## src/rtl/clk_pkg.sv

```systemverilog
// Shared types and limits for the BCD time loader: FSM states, digit count,
// and the packed hour/minute/second record.
package clk_pkg;

    typedef enum logic [1:0] {
        COLLECT = 2'd0,
        CONVERT = 2'd1,
        CHECK   = 2'd2,
        DONE    = 2'd3
    } state_t;

    localparam int NUM_DIGITS  = 6;
    localparam int MIN_SEC_MAX = 59;

    typedef struct packed {
        logic [6:0] hr;
        logic [6:0] min;
        logic [6:0] sec;
    } hms_t;

endpackage

```

## src/rtl/bcd2bin.sv

```systemverilog
// Two-digit BCD to binary: tens*10 + units, computed as tens*8 + tens*2 + units.
module bcd2bin (
    input  logic [3:0] tens,
    input  logic [3:0] units,
    output logic [6:0] bin
);

    assign bin = {tens, 3'b000} + {2'b00, tens, 1'b0} + {3'b000, units};

endmodule

```

## src/rtl/bcd_time_loader.sv

```systemverilog
// Collects six BCD digits (hh mm ss), converts each field through one shared
// bcd2bin over three cycles, range-checks the result and loads it or flags err.
module bcd_time_loader
    import clk_pkg::*;
#(
    parameter int HR_MAX = 23
) (
    input  logic       clk,
    input  logic       rst,
    input  logic       digit_valid,
    input  logic [3:0] digit,
    input  logic       cancel,
    output logic [6:0] Hr,
    output logic [6:0] Min,
    output logic [6:0] Sec,
    output logic       ld,
    output logic       err,
    output logic       busy,
    output logic [2:0] pos
);

    state_t                         state;
    logic [NUM_DIGITS-1:0][3:0]     digs;
    logic [1:0]                     step;
    hms_t                           res;
    logic [3:0]                     tens, units;
    logic [6:0]                     bin;
    logic                           bad;

    // Field select for the shared converter: step 0/1/2 -> hr/min/sec digit pairs.
    always_comb begin
        tens  = digs[0];
        units = digs[1];
        case (step)
            2'd1: begin tens = digs[2]; units = digs[3]; end
            2'd2: begin tens = digs[4]; units = digs[5]; end
            default: ;
        endcase
    end

    bcd2bin u_bcd2bin (
        .tens  (tens),
        .units (units),
        .bin   (bin)
    );

    assign bad = (res.hr  > 7'(HR_MAX)) ||
                 (res.min > 7'(MIN_SEC_MAX)) ||
                 (res.sec > 7'(MIN_SEC_MAX));

    always_ff @(posedge clk or posedge rst) begin
        if (rst) begin
            state <= COLLECT;
            pos   <= '0;
            digs  <= '0;
            step  <= '0;
            res   <= '0;
            Hr    <= '0;
            Min   <= '0;
            Sec   <= '0;
            ld    <= 1'b0;
            err   <= 1'b0;
            busy  <= 1'b0;
        end else begin
            ld  <= 1'b0;
            err <= 1'b0;
            case (state)
                COLLECT: begin
                    if (cancel) begin
                        pos  <= '0;
                        digs <= '0;
                    end else if (digit_valid) begin
                        if (digit > 4'd9) begin
                            err  <= 1'b1;
                            pos  <= '0;
                            digs <= '0;
                        end else begin
                            digs[pos] <= digit;
                            if (pos == 3'(NUM_DIGITS - 1)) begin
                                // pos parks at 0 while busy so the next entry starts clean
                                pos   <= '0;
                                step  <= '0;
                                busy  <= 1'b1;
                                state <= CONVERT;
                            end else begin
                                pos <= pos + 3'd1;
                            end
                        end
                    end
                end
                CONVERT: begin
                    step <= step + 2'd1;
                    case (step)
                        2'd0: res.hr  <= bin;
                        2'd1: res.min <= bin;
                        default: begin
                            res.sec <= bin;
                            state   <= CHECK;
                        end
                    endcase
                end
                CHECK: begin
                    if (bad) begin
                        err <= 1'b1;
                    end else begin
                        ld  <= 1'b1;
                        Hr  <= res.hr;
                        Min <= res.min;
                        Sec <= res.sec;
                    end
                    state <= DONE;
                end
                DONE: begin
                    digs  <= '0;
                    busy  <= 1'b0;
                    state <= COLLECT;
                end
                default: state <= COLLECT;
            endcase
        end
    end

endmodule

```

## config.mk

```make
export PLATFORM = sky130hd
export DESIGN_NAME = bcd_time_loader
export DESIGN_NICKNAME = d
export VERILOG_FILES = /design/src/rtl/clk_pkg.sv /design/src/rtl/bcd2bin.sv /design/src/rtl/bcd_time_loader.sv
export SDC_FILE = /design/constraint.sdc
export NUM_CORES = 1
export LEC_CHECK = 0
export ABC_AREA = 1
export CAP_MARGIN = 20
export CORE_ASPECT_RATIO = 0.6
export CORE_UTILIZATION = 35
export CTS_BUF_LIST = sky130_fd_sc_hd__clkbuf_4
export CTS_CLUSTER_DIAMETER = 120
export CTS_CLUSTER_SIZE = 8
export DETAILED_ROUTE_END_ITERATION = 7
export DONT_BUFFER_PORTS = 1
export GPL_TIMING_DRIVEN = 0
export PLACE_DENSITY = 0.53
export SLEW_MARGIN = 30
export SYNTH_ARGS = -nofsm -noshare
export SYNTH_HDL_FRONTEND = slang
export SYNTH_SLANG_ARGS = --single-unit
```

## constraint.sdc

```tcl
create_clock -name clk -period 3.1 [get_ports clk]
set_input_delay 0.31 -clock clk [delete_from_list [all_inputs] [get_ports clk]]
set_output_delay 0.31 -clock clk [all_outputs]
set_load 0.02 [all_outputs]
```

==> impl_metrics.yaml, run 1 <==
global_route:
  grt_first_pass_wirelength_um: 13880
  grtUsageTotal: 0.1713
  antenna_found_initial: 0
  maximum_number_of_pins_on_one_net_before_global_route_repair: 42
  grt_pass1_vias: 2647
  global_route.overflow_total: 0
worst_setup_path:
  worstSetupPathType: "flip-flop to flip-flop"
  timing.critical_path.fanout_max: 8
  r2r_cells: 15
  worst-endpoint-required_ns: 3.44
  worst_reg2reg_endpoint: "res[20]$_DFFE_PP0P_"
  worst_r2r_startpoint: "step[1]$_DFFE_PP0P_"
  start_kind: "flip-flop"
  cp_data_arrival_time_ns: 3.20
  worst_setup_path_end_kind: "flip-flop"
  worst-r2r-setup-slack_ns: 0.24
power_and_ir_drop:
  clockPowerShare: 0.149
  power.share.sequential: 0.356
  total_leakage_power_nw: 2.071
  power_density_nw_per_um2: 1132
  switching_part_of_the_total: 0.4831
  power_mw: 4.635
  combPwrFrac: 0.495
  power.net_switching_mw: 2.239
  irDropWorstVdd_uv: 488.5
  internal-power_mw: 2.395
drt:
  final_antenna_net_count: 0
  route.detailed.wl_per_inst_um: 14.78
  drt_wl_total_um: 8664
  route.vias.total: 2789
  drt_iter0_markers: 179
  detail_route.first_pass.iterations: 4
  detail_route.vias_per_cell: 4.759
  drt_drc_violations_left: 0
clocking:
  h-tree-depth: 3
  clock_tree.buffer_depth: 2
  cts_tree: "built"
  clock-root-buffer: "sky130_fd_sc_hd__clkbuf_4"
  clock_sink_count: 76
  clock_latency_of_the_later_clocked_register_in_the_worst_skew_pair_ns: 0.45
  clk_pin_slew_ns: 0.12
  cts-buffers-inserted: 9
run_status:
  run_status: "completed"
timing:
  setup_violations: 0
  setup-tns-final_ns: 0
  finalCritPeriodShare: 0.9215
  worst_slew_pin_slew_ns: 0.5775
  rsz0062_at_grt: "false"
  worst_hold_slack_ns: 0.04004
  finalWorstPathRequiredPeriod_ns: 2.857
  fmaxAchievable_ghz: 0.3501
  worst_slew_margin_rel: 0.6109
  final_hold_viol_count: 0
  slew_violations: 0
  worst_clock_skew_ns: 0.01559
placement:
  count_of_input_and_output_buffers: 0
  gpl.final_weighted_congestion: 0.7901
  place_inst: 567
  dp.final_hpwl_um: 6540
logic_synthesis:
  synth_top_cells_by_area: "sky130_fd_sc_hd__dfrtp_1, sky130_fd_sc_hd__nand2_1, sky130_fd_sc_hd__o21ai_0"
  synth_top_cells_by_count: "sky130_fd_sc_hd__nand2_1, sky130_fd_sc_hd__dfrtp_1, sky130_fd_sc_hd__inv_1"
  number_of_enable_type_register_cells_in_the_synthesized_netlist: 0
  postSynthRegisterBits: 76
  post_synth_num_cell_types: 33
  synth_cells: 431
  synth-seq-area-share: 0.5146
  async_flop_share: 1.000
  synthesis.area_per_instance_um2: 8.576
  post-synth-top-area-cell: "sky130_fd_sc_hd__dfrtp_1"
  top_count_cell_post_synth: "sky130_fd_sc_hd__nand2_1"
  synth_top_cell_area_share: 0.5146
  mappedNetlistNets: 454
  synth_top_flop_cell: "sky130_fd_sc_hd__dfrtp_1"
  post_synth_instance_area_um2: 3696
  yosys_warning_total: 0
die:
  die_area_um2: 10990
  num_rows: 28
  io-pin-count: 35
  die_width_um: 134.7
  placeableCoreArea_um2: 10050
  floorplan.initialDensity: 0.3676
  die_height_um: 81.60
cells_and_area:
  number_of_fill_cells_in_the_layout: 1012
  drive_gt1_frac: 0.1175
  stdcell_count: 586
  multiInputGateArea_um2: 1584
  antennaDiodeCount: 0
  seq_area_um2: 1902
  nNetsFinal: 469
  flow.area_growth_from_synthesis_pct: 10.77
min_path:
  timing.hold.worst_path_depth: 2
  worst_hold_path.endpoint: "err$_DFF_PP0_"
  hold_path_class: "input pin to flip-flop"
  hp-start: "digit_valid"
job:
  maxcap_viol_count: 0
## kinds of logic after synthesis
family          Yosys count  share of synthesized area
simple gates            197                     0.2299
xor+xnor                  2                   0.004740
compound gates           84                     0.1344
buf+inv                  57                    0.06364
flops                    76                     0.5146
fa+ha+maj                15                    0.05281
## area by class of cell
type | instances | share of cell area
plain buffers | 10 | 0.01498
clock buffers | 10 | 0.01834
clock inverters | 6 | 0.01925
inverters | 47 | 0.04370
multi-input cells | 298 | 0.3869
flip-flops and latches | 76 | 0.4645
well taps | 135 | 0.04126
repair buffers | 4 | 0.01100
## worst max-delay path by stage
stage,endpoint,cells after the start,startpoint,slack (ns)
after detailed placement,res[20]$_DFFE_PP0P_,15,step[0]$_DFFE_PP0P_,0.18
final,res[20]$_DFFE_PP0P_,15,step[1]$_DFFE_PP0P_,0.24
after global placement,pos[0]$_DFFE_PP0P_,1,rst,-0.09
after CTS,res[20]$_DFFE_PP0P_,15,step[0]$_DFFE_PP0P_,0.16
after global routing,res[20]$_DFFE_PP0P_,15,step[1]$_DFFE_PP0P_,0.006
after floorplan,res[6]$_DFFE_PP0P_,15,step[0]$_DFFE_PP0P_,0.54
## per-stage QoR
step / worst slack (ns) / area [um2] / utilization
after floorplan: 0.5420 / 3696 / -
after global placement: -0.08612 / 3865 / 0.3844
after detailed placement: 0.1837 / 3887 / 0.3866
after CTS: 0.1622 / 4051 / 0.4029
after global routing: 0.005608 / 4094 / 0.4072
final: 0.2434 / 4094 / 0.4072
## placed cells by master (no fill, tap or decap), types with 3 or more instances in the layout
cell,netlist,final
sky130_fd_sc_hd__dfrtp_1,76,76
sky130_fd_sc_hd__buf_4,2,4
sky130_fd_sc_hd__inv_2,3,4
sky130_fd_sc_hd__clkinv_2,0,3
sky130_fd_sc_hd__o21ai_0,40,39
sky130_fd_sc_hd__clkbuf_4,0,11
sky130_fd_sc_hd__nand3_1,22,22
sky130_fd_sc_hd__nor2_1,8,8
sky130_fd_sc_hd__buf_2,5,4
sky130_fd_sc_hd__o21ai_1,5,6
sky130_fd_sc_hd__nand2_1,152,152
sky130_fd_sc_hd__o21ai_2,7,7
sky130_fd_sc_hd__nor2_4,5,5
sky130_fd_sc_hd__ha_1,14,12
sky130_fd_sc_hd__inv_1,44,42
sky130_fd_sc_hd__a21oi_1,21,21
## flip-flops by register name, summed over array words and instances, names as in the netlist
register,cells
Sec,7
busy,1
Min,7
Hr,7
res,21
ld,1
pos,3
digs,24
step,2
err,1
state,2
## metal layers
| metal | vias to the layer above | part of all wire | track usage | wire length [um] |
|---|---|---|---|---|
| met5 | - | 0 | 0 | 0 |
| met4 | 0 | 0.011 | 0.05056 | 98 |
| met3 | 8 | 0.073 | 0.05556 | 632 |
| met2 | 60 | 0.35 | 0.2196 | 3072 |
| met1 | 1299 | 0.56 | 0.2643 | 4861 |
| li1 | 1422 | - | - | - |
## power groups by stage
stage	combinational, mW	sequential, mW	clock, mW
2_1_floorplan	1.64	1.61	0
3_3_place_gp	2.19	1.66	0
3_5_place_dp	2.22	1.67	0
4_1_cts	2.24	1.65	0.705
5_1_grt	2.62	1.70	0.734
6_report	2.29	1.65	0.691
## worst max-delay path, cell delays in order (launching register included)
cell and delay (ns):
sky130_fd_sc_hd__dfrtp_1 0.38, sky130_fd_sc_hd__inv_1 0.09, sky130_fd_sc_hd__ha_1 0.18, sky130_fd_sc_hd__clkbuf_4 0.18, sky130_fd_sc_hd__a221o_1 0.33, sky130_fd_sc_hd__o21ai_0 0.09
sky130_fd_sc_hd__inv_1 0.06, sky130_fd_sc_hd__ha_1 0.27, sky130_fd_sc_hd__ha_1 0.22, sky130_fd_sc_hd__fa_1 0.40, sky130_fd_sc_hd__nand2_1 0.09, sky130_fd_sc_hd__nand2_1 0.06
sky130_fd_sc_hd__nand2_1 0.09, sky130_fd_sc_hd__nand3_1 0.12, sky130_fd_sc_hd__nand3_1 0.12, sky130_fd_sc_hd__nand2_1 0.06
## timing repair
action                                  CTS  global route
hold endpoints to repair                 35             0
gates resized for setup                   0             6
setup buffers                             0             2
hold buffers                              1             0
endpoints found under the setup margin    0             4
(Power assumes the default switching activity.)
==> run 2, diff against run 1 <==
Settings changed: CORE_UTILIZATION 35 to 65, PLACE_DENSITY 0.53 to 0.85.
==> run 2 against run 1 <==
Critical path depth decreased by 5; combinational power barely moved; via count is 6.0% higher; worst setup slack got worse by 0.12 ns; total power grew 2.6%; fmax fell by 4.0%; design area down 1.7%; clock skew grew 0.011 ns; critical path type unchanged; critical endpoint is now res[4]$_DFFE_PP0P_; largest power group unchanged.
==> impl_metrics.yaml, run 2 (synthesis results as in run 1) <==
die:
  die_area_um2: 6002
  floorplan.initialDensity: 0.7033
  io-pin-count: 35
  die_height_um: 60.41
  num_rows: 20
  placeableCoreArea_um2: 5255
  die_width_um: 99.35
global_route:
  maximum_number_of_pins_on_one_net_before_global_route_repair: 50
  grtUsageTotal: 0.2934
  global_route.overflow_total: 0
  antenna_found_initial: 0
  grt_pass1_vias: 2727
  grt_first_pass_wirelength_um: 12960
timing:
  finalCritPeriodShare: 0.9602
  setup-tns-final_ns: 0
  slew_violations: 0
  rsz0062_at_grt: "true"
  fmaxAchievable_ghz: 0.3360
  finalWorstPathRequiredPeriod_ns: 2.976
  worst_clock_skew_ns: 0.02610
  final_hold_viol_count: 0
  setup_violations: 0
  worst_slew_margin_rel: 0.6278
  setup_ws_ns: 0.1235
  worst_slew_pin_slew_ns: 0.5562
worst_setup_path:
  worstSetupPathType: "flip-flop to flip-flop"
  worst_reg2reg_endpoint: "res[4]$_DFFE_PP0P_"
  worst_setup_path_end_kind: "flip-flop"
  cp_data_arrival_time_ns: 3.35
  worst-r2r-setup-slack_ns: 0.12
  timing.critical_path.fanout_max: 10
  r2r_cells: 10
  worst_r2r_startpoint: "step[0]$_DFFE_PP0P_"
  start_kind: "flip-flop"
  worst-endpoint-required_ns: 3.48
run_status:
  run_status: "completed"
placement:
  gpl.final_weighted_congestion: 0.8595
  preCtsSetupSlack_ns: 0.2371
  count_of_input_and_output_buffers: 0
  dp.final_hpwl_um: 5865
  placement.cell_area_um2: 3809
drt:
  final_antenna_net_count: 0
  detail_route.first_pass.iterations: 5
  drt_wl_total_um: 7992
  route.vias.total: 2956
  detail_route.vias_per_cell: 5.740
  route.detailed.wl_per_inst_um: 15.52
  drt_drc_violations_left: 0
  drt_iter0_markers: 308
clocking:
  clock_latency_of_the_later_clocked_register_in_the_worst_skew_pair_ns: 0.44
  cts_tree: "built"
  clk_pin_slew_ns: 0.14
  clock_sink_count: 76
  clock-root-buffer: "sky130_fd_sc_hd__clkbuf_4"
  h-tree-depth: 3
  cts-buffers-inserted: 9
  clock_tree.buffer_depth: 2
cells_and_area:
  cell_area_after_layout_um2: 4026
  drive_gt1_frac: 0.1091
  registers.top_by_ff_count: "digs"
  mostFrequentLayoutCells: "sky130_fd_sc_hd__nand2_1, sky130_fd_sc_hd__dfrtp_1, sky130_fd_sc_hd__inv_1"
  largest_reg_flops: 24
  flow.area_growth_from_synthesis_pct: 8.937
  nNetsFinal: 467
  layout_top_registers: "digs x24, res x21"
  commonest_non_fill_non_tap_cell_in_the_layout: "sky130_fd_sc_hd__nand2_1"
  antennaDiodeCount: 0
  number_of_fill_cells_in_the_layout: 371
power_and_ir_drop:
  irDropWorstVdd_uv: 685.4
  total_leakage_power_nw: 2.082
  power_density_nw_per_um2: 1181
min_path:
  worst_hold_path.endpoint: "err$_DFF_PP0_"
  hp-start: "digit_valid"
  timing.hold.worst_path_depth: 2
  hold_path_class: "input pin to flip-flop"
job:
  maxcap_viol_count: 0
==> run 2: changes by cell type in the layout (fill, tap and decap cells not counted), sizes merged <==
cell	before	now
bufinv	2	4
buf	10	9
inv	47	48
clkinv	4	2
clkbuf	13	11
==> run 2: critical path, cell delays in order, from the launching register on <==
cell and delay, ns:
sky130_fd_sc_hd__dfrtp_1 0.40, sky130_fd_sc_hd__inv_1 0.13, sky130_fd_sc_hd__ha_1 0.30, sky130_fd_sc_hd__buf_2 0.20
sky130_fd_sc_hd__o21ai_0 0.34, sky130_fd_sc_hd__ha_1 0.31, sky130_fd_sc_hd__ha_1 0.23, sky130_fd_sc_hd__fa_1 0.42
sky130_fd_sc_hd__xor2_1 0.34, sky130_fd_sc_hd__nand2_1 0.13, sky130_fd_sc_hd__nand2_1 0.10
==> run 2: how the worst max path moves through the flow <==
stage / from / cells past startpoint / to
detailed placement: step[0]$_DFFE_PP0P_ / 14 / res[20]$_DFFE_PP0P_
global route: step[0]$_DFFE_PP0P_ / 11 / res[4]$_DFFE_PP0P_
floorplan: step[0]$_DFFE_PP0P_ / 15 / res[6]$_DFFE_PP0P_
CTS: step[0]$_DFFE_PP0P_ / 12 / res[4]$_DFFE_PP0P_
finish: step[0]$_DFFE_PP0P_ / 10 / res[4]$_DFFE_PP0P_
global placement: rst / 1 / busy$_DFFE_PP0P_
==> run 2: routing by layer <==
metal | vias up | GRT usage | wire [um]
met1 | 1418 | 0.4327 | 3942
li1 | 1410 | - | -
met5 | - | 0 | 0
met3 | 12 | 0.08525 | 631
met4 | 0 | 0.1092 | 106
met2 | 116 | 0.4167 | 3312
==> run 2: timing repair <==
item                       in CTS  in global routing
setup buffers                   0                  0
hold buffers                    1                  0
hold endpoints to repair       27                  0
setup endpoints to repair       0                  5
gates resized for setup         0                  1
==> run 2: power by group <==
group          switching, mW  total [mW]  internal (mW)
registers              0.333        1.65           1.32
clock network          0.354       0.842          0.488
logic                   1.55        2.26          0.719
==> run 2: area by class of cell <==
class | instances | area (um2) | area share
plain buffers | 10 | 58.81 | 0.01461
clock inverters | 7 | 137.6 | 0.03418
repair buffers | 2 | 37.54 | 0.009323
flip-flops and latches | 76 | 1902 | 0.4723
inverters | 47 | 178.9 | 0.04444
well taps | 66 | 82.58 | 0.02051
multi-input cells | 298 | 1562 | 0.3878
clock buffers | 9 | 67.56 | 0.01678
==> run 2: stage by stage <==
step | power (mW) | util | hold WS [ns] | cells
2_1_floorplan | 3.253 | - | 0.4422 | 431
5_1_grt | 5.104 | 0.7662 | 0.06619 | 515
4_1_cts | 4.703 | 0.7657 | 0.05018 | 515
6_report | 4.757 | 0.7662 | 0.05956 | 515
3_3_place_gp | 3.728 | 0.7190 | 0.4545 | 497
3_5_place_dp | 3.837 | 0.7248 | 0.1959 | 498
==> run 3, diff against run 2 <==
--- a/constraint.sdc
+++ b/constraint.sdc
@@ -3,2 +3,2 @@
 set_output_delay 0.31 -clock clk [all_outputs]
-set_load 0.02 [all_outputs]
+set_load 0.05 [all_outputs]
==> results of run 3 <==
Same layout as run 2 (identical final DEF). Status: completed.
Main changes from that run: total power 4.757 mW -> 4.991 mW; worst IR drop on VDD 685.4 uV -> 732.3 uV
